===== config.mk =====
export PLATFORM = sky130hd
export DESIGN_NAME = interleaver_ingest_ctrl
export DESIGN_NICKNAME = d
export VERILOG_FILES = /design/src/rtl/interleaver_ingest_ctrl.sv
export SDC_FILE = /design/constraint.sdc
export NUM_CORES = 1
export LEC_CHECK = 0
export BUFFER_PORTS_ARGS = -buffer_cell sky130_fd_sc_hd__buf_2
export CAP_MARGIN = 25
export CELL_PAD_IN_SITES_DETAIL_PLACEMENT = 1
export CELL_PAD_IN_SITES_GLOBAL_PLACEMENT = 2
export CORE_ASPECT_RATIO = 2
export CORE_MARGIN = 4
export CORE_UTILIZATION = 37
export CTS_CLUSTER_SIZE = 16
export DETAILED_ROUTE_END_ITERATION = 12
export GPL_TIMING_DRIVEN = 0
export PLACE_DENSITY = 0.82
export SLEW_MARGIN = 20
export SYNTH_ARGS = -nofsm -noshare
export SYNTH_HDL_FRONTEND = slang
export SYNTH_SLANG_ARGS = --single-unit

===== constraint.sdc =====
create_clock -name clock -period 6.48 [get_ports clock]
set_input_delay 1.296 -clock clock [delete_from_list [all_inputs] [get_ports clock]]
set_output_delay 1.296 -clock clock [all_outputs]
set_load 0.05 [all_outputs]

===== src/rtl/interleaver_ingest_ctrl.sv =====
// interleaver_ingest_ctrl: accepts one byte-serial block (1056 or 6144 bits) into the
// interleaver shift register, then sequences the bit-serial readout index.
module interleaver_ingest_ctrl #(
  parameter int BYTES_1056 = 132,
  parameter int BYTES_6144 = 768
) (
  input  logic        clock,
  input  logic        rst,
  input  logic        k_size_6144_in,
  input  logic [7:0]  byte_in,
  input  logic        byte_valid,
  input  logic        byte_sob,
  output logic        byte_ready,
  output logic [7:0]  databyte_out,
  output logic        shift_en,
  output logic        k_size_6144_out,
  output logic        ready_out,
  output logic [13:0] bit_idx,
  output logic        block_done,
  output logic        proto_err
);
  typedef enum logic [1:0] {IDLE, LOAD, SETTLE, DRAIN} state_t;
  state_t      state_q, state_d;
  logic [9:0]  cnt_q, cnt_d;
  logic [13:0] bit_q, bit_d;
  logic [7:0]  data_q, data_d;
  logic        rdy_q, rdy_d, sh_q, sh_d, k_q, k_d, rout_q, rout_d, done_q, done_d, perr_q, perr_d;
  logic        xfer, emit, last_bit;
  logic [9:0]  n_bytes;
  assign xfer     = byte_valid && rdy_q;
  assign n_bytes  = k_q ? 10'(BYTES_6144) : 10'(BYTES_1056);
  assign last_bit = bit_q == (k_q ? 14'd6143 : 14'd1055);
  assign emit     = xfer && ((state_q == IDLE && byte_sob) || (state_q == LOAD && !byte_sob));
  always_comb begin
    state_d = state_q;
    cnt_d   = cnt_q;
    bit_d   = bit_q;
    rdy_d   = rdy_q;
    k_d     = k_q;
    rout_d  = rout_q;
    done_d  = 1'b0;
    sh_d    = emit;
    data_d  = emit ? byte_in : data_q;
    perr_d  = xfer && ((state_q == IDLE && !byte_sob) || (state_q == LOAD && byte_sob));
    case (state_q)
      IDLE: begin
        rdy_d = 1'b1;
        if (emit) begin
          k_d     = k_size_6144_in;
          cnt_d   = 10'd1;
          state_d = LOAD;
        end
      end
      LOAD: begin
        if (emit) begin
          cnt_d = cnt_q + 10'd1;
          if (cnt_q + 10'd1 == n_bytes) begin
            rdy_d   = 1'b0;
            state_d = SETTLE;
          end
        end
      end
      SETTLE: begin
        state_d = DRAIN;
        bit_d   = 14'd0;
      end
      default: begin
        // first DRAIN cycle only raises ready_out, so the readout starts two edges after the last accept
        if (!rout_q) rout_d = 1'b1;
        else if (last_bit) begin
          rout_d  = 1'b0;
          done_d  = 1'b1;
          bit_d   = 14'd0;
          rdy_d   = 1'b1;
          cnt_d   = 10'd0;
          state_d = IDLE;
        end else bit_d = bit_q + 14'd1;
      end
    endcase
  end
  always_ff @(posedge clock or negedge rst) begin
    if (!rst) begin
      state_q <= IDLE;
      cnt_q   <= '0;
      bit_q   <= '0;
      data_q  <= '0;
      rdy_q   <= 1'b0;
      sh_q    <= 1'b0;
      k_q     <= 1'b0;
      rout_q  <= 1'b0;
      done_q  <= 1'b0;
      perr_q  <= 1'b0;
    end else begin
      state_q <= state_d;
      cnt_q   <= cnt_d;
      bit_q   <= bit_d;
      data_q  <= data_d;
      rdy_q   <= rdy_d;
      sh_q    <= sh_d;
      k_q     <= k_d;
      rout_q  <= rout_d;
      done_q  <= done_d;
      perr_q  <= perr_d;
    end
  end
  assign byte_ready      = rdy_q;
  assign databyte_out    = data_q;
  assign shift_en        = sh_q;
  assign k_size_6144_out = k_q;
  assign ready_out       = rout_q;
  assign bit_idx         = bit_q;
  assign block_done      = done_q;
  assign proto_err       = perr_q;
endmodule


==> summary.txt <==
Synth
  – Synth Area in Simple Gates: 22.4%
  – Multiplexer share of the synthesized area: 6.53%
  – Post-synthesis adder-cell area fraction: 3.91%
  – Syn Nets: 250
  – Yosys reg bits: 40
  – Syn Inst Count: 230
  – Synth cell types: 46
  – Ys flop type: dfrtp_1
  – XOR/XNOR Fraction of Synth Area: 2.73%
  – Main combinational cell family by area after synthesis: simple AND/OR/NAND/NOR gates
  – Post-synthesis compound-gate area fraction: 16.4%
  – Synthesis Warnings: 0
  – Synth Cell Area: 2240 µm²
  – EDFF count, synth: 0
  – Syn avg cell area: 9.75 µm²
  – Post-synth ARST share: 100%
  – Post-synthesis sequential area ratio: 44.6%

Pwr
  – IR drop worst, VDD: 0.275 mV
  – Power Total: 1.38 mW
  – Pleak: 1.21 nW
  – Pwr Density: 508 nW/µm²

Route
  – Post-DR vias/cell: 5.76
  – Drt pass-1 iters: 4
  – Vias: 1959
  – Routed len/inst: 18.2 µm
  – Initial DRC Count: 71
  – Residual DRC: 0
  – Final ANT Viol Nets: 0
  – Wirelength, routed: 6190 µm

Die
  – Number of core rows: 39
  – Die W: 63.0 µm
  – Vert. Die Dim: 118 µm
  – Io pins: 41
  – Starting Density: 38.6%
  – Die ar.: 7440 µm²
  – Core ar.: 5810 µm²

Critical path
  – Max incr delay on CP: 0.54 ns
  – CP cell instances: ha_1, nand4_1, or4_1, a21oi_1, a211oi_1, a2111oi_4, mux2_4
  – Crit Path Max Fanout: 9
  – Crit path launch type: flop
  – CP Capture Type: flop
  – Setup CP Type: flop to flop
  – Worst Reg2Reg Path Length in Cells: 7
  – CP max-delay cell: a21oi_1
  – Worst R2R Start: bit_idx[0]
  – Worst reg2reg path endpoint: state_q[1]
  – CP required: 6.65 ns
  – Crit path max-delay family: compound AO/OA/AOI/OAI gates
  – Worst Path Arrival: 3.15 ns
  – Buf/Inv on CP: 0
  – Reg-to-reg slack, setup: 3.50 ns

CTS
  – Clk slew on worst S/H paths: 0.06 ns
  – Resized Gates After CTS: 0
  – Max Buffers Root-to-Sink: 2
  – Worst-Skew Late Latency: 0.29 ns
  – CTS tree: done
  – # hold bufs at CTS: 0
  – Clock sinks: 40
  – CTS buffer count: 5
  – Post-CTS setup buffer count: 0
  – H-tree depth: 2
  – Root Buffer: clkbuf_16

Layout
  – Area Overhead vs Synth: 21.1%
  – Fillcell total: 686
  – Share of cells above drive strength 1: 24.4%
  – Ant diodes: 0
  – Final #Nets: 298

Worst hold path
  – Hold Path End: databyte_out[2]
  – Worst hold path type: flop to flop
  – Worst Hold Depth: 1
  – Hold_sp: databyte_out[2]

STA
  – Slew Limit Fails: 0
  – Final TNS setup: 0 ns
  – PnR worst setup slack: 3.50 ns
  – Setup Skew: 0.00529 ns
  – RSZ-0062 raised after global routing: no
  – Final critical-path share of the clock period: 46.0%
  – Final hold violation count: 0
  – # setup viols final: 0
  – Slew HR: 54.2%
  – Fmax: 336 MHz
  – Tmin final: 2.98 ns
  – Worst-margin pin slew: 0.681 ns

Global routing
  – Initial antenna violation count: 0
  – Grt ovf: 0
  – Largest net degree at the start of global routing: 41
  – Vias in the first global route: 2121
  – Total GRT Usage: 18.2%
  – First-pass GRT wire length: 10600 µm

Status
  – Status: complete, no violations

Placed design
  – Final Wtd Congestion: 0.802
  – Detail Placement HPWL: 4680 µm
  – Pre-CTS setup slack: 3.41 ns
  – I/O Buffers: 40

Run
  – Max_cap viols: 0
## layer usage
layer | vias up | share of wire (%) | GRT usage (%)
met3 | 9 | 2.9 | 3.34
li1 | 935 | - | -
met5 | - | 0 | 0
met4 | 0 | 2.3 | 7.88
met2 | 31 | 58 | 35.8
met1 | 984 | 36 | 17.4
## kinds of logic (layout without fill, tap and decap cells)
group / count (synthesis) / count (layout)
buffers and inverters: 20 / 69
AOI/OAI and AO/OA: 51 / 51
and+or+nand+nor: 92 / 92
DFF: 40 / 40
muxes: 13 / 13
xor gates and xnor gates: 7 / 7
adders and majority gates: 7 / 7
## power by group
group	internal, mW	switching [mW]	total, mW
Clock	0.193	0.104	0.297
Combinational	0.222	0.449	0.670
Sequential	0.330	0.0810	0.411
## worst max-delay path by stage
stage	from	to	cells past startpoint
detailed placement	byte_sob	cnt_q[4]	7
global placement	byte_sob	cnt_q[4]	7
finish	bit_idx[0]	state_q[1]	7
global route	bit_idx[0]	state_q[1]	7
CTS	bit_idx[0]	state_q[1]	7
floorplan	bit_idx[0]	state_q[1]	7
## worst register-to-register path: cells and delay by family, from the launching register on
| family | cells | cell delay [ns] |
|---|---|---|
| compound gates | 3 | 1.21 |
| fa+ha+maj | 1 | 0.27 |
| flops | 1 | 0.41 |
| mux | 1 | 0.33 |
| simple gates | 2 | 0.65 |
## cell usage in the layout, fill, tap and decap left out, types with 2 or more instances in the layout
| cell | Yosys | final |
|---|---|---|
| buf_2 | 1 | 41 |
| dfrtp_1 | 40 | 40 |
| nand2_1 | 21 | 21 |
| nor2_1 | 12 | 12 |
| nand3_1 | 12 | 12 |
| o21ai_0 | 12 | 12 |
| clkbuf_1 | 11 | 11 |
| mux2_2 | 9 | 9 |
| o21ai_1 | 9 | 9 |
| a21oi_1 | 9 | 9 |
| inv_1 | 8 | 8 |
| nand4_1 | 8 | 8 |
| ha_1 | 7 | 7 |
| nor3_1 | 6 | 6 |
| and3_1 | 6 | 6 |
| xor2_1 | 5 | 5 |
| or3_1 | 5 | 5 |
| clkbuf_16 | 0 | 5 |
| o31ai_1 | 4 | 4 |
| nand2b_1 | 4 | 4 |
| mux2i_1 | 3 | 3 |
| o21bai_1 | 3 | 3 |
| a22o_1 | 3 | 3 |
| nor4_1 | 2 | 2 |
| or4_1 | 2 | 2 |
| a2111oi_0 | 2 | 2 |
| nand3b_1 | 2 | 2 |
| o221ai_1 | 2 | 2 |
| or4b_1 | 2 | 2 |
| xnor2_1 | 2 | 2 |
| a2111oi_4 | 2 | 2 |
## Yosys cell counts (6+ instances only)
master	instances	share of area [%]
ha_1	7	3.9
nand4_1	8	2.2
inv_1	8	1.3
o21ai_1	9	2.0
and3_1	6	1.7
clkbuf_1	11	1.8
nor2_1	12	2.0
nor3_1	6	1.3
nand2_1	21	3.5
a21oi_1	9	2.0
dfrtp_1	40	45
mux2_2	9	4.5
o21ai_0	12	2.7
nand3_1	12	2.7
## cell type report
class	instances	area (µm²)	share of cell area, %
multi-input cells	170	1160	42.9
flip-flops and latches	40	1000	36.8
repair buffers	41	220	8.11
clock buffers	6	139	5.11
well taps	61	76.3	2.81
plain buffers	12	46.3	1.70
clock inverters	2	38.8	1.43
inverters	8	30.0	1.11
## per-stage QoR
| step | hold slack [ns] | instances | instance area (µm²) | util, % |
|---|---|---|---|---|
| final | 0.507 | 340 | 2720 | 46.8 |
| after global routing | 0.523 | 340 | 2720 | 46.8 |
| after CTS | 0.511 | 339 | 2700 | 46.4 |
| after detailed placement | 0.495 | 331 | 2520 | 43.4 |
| after global placement | 0.486 | 331 | 2520 | 43.4 |
| after floorplan | 0.513 | 230 | 2240 | - |
## state kept, by name, summed over array words and instances, names as in the netlist
register / cells
shift_en: 1
cnt_q: 10
proto_err: 1
k_size_6144_out: 1
block_done: 1
databyte_out: 8
byte_ready: 1
ready_out: 1
state_q: 2
bit_idx: 14
Note: power is estimated with default switching activity, not from simulation.
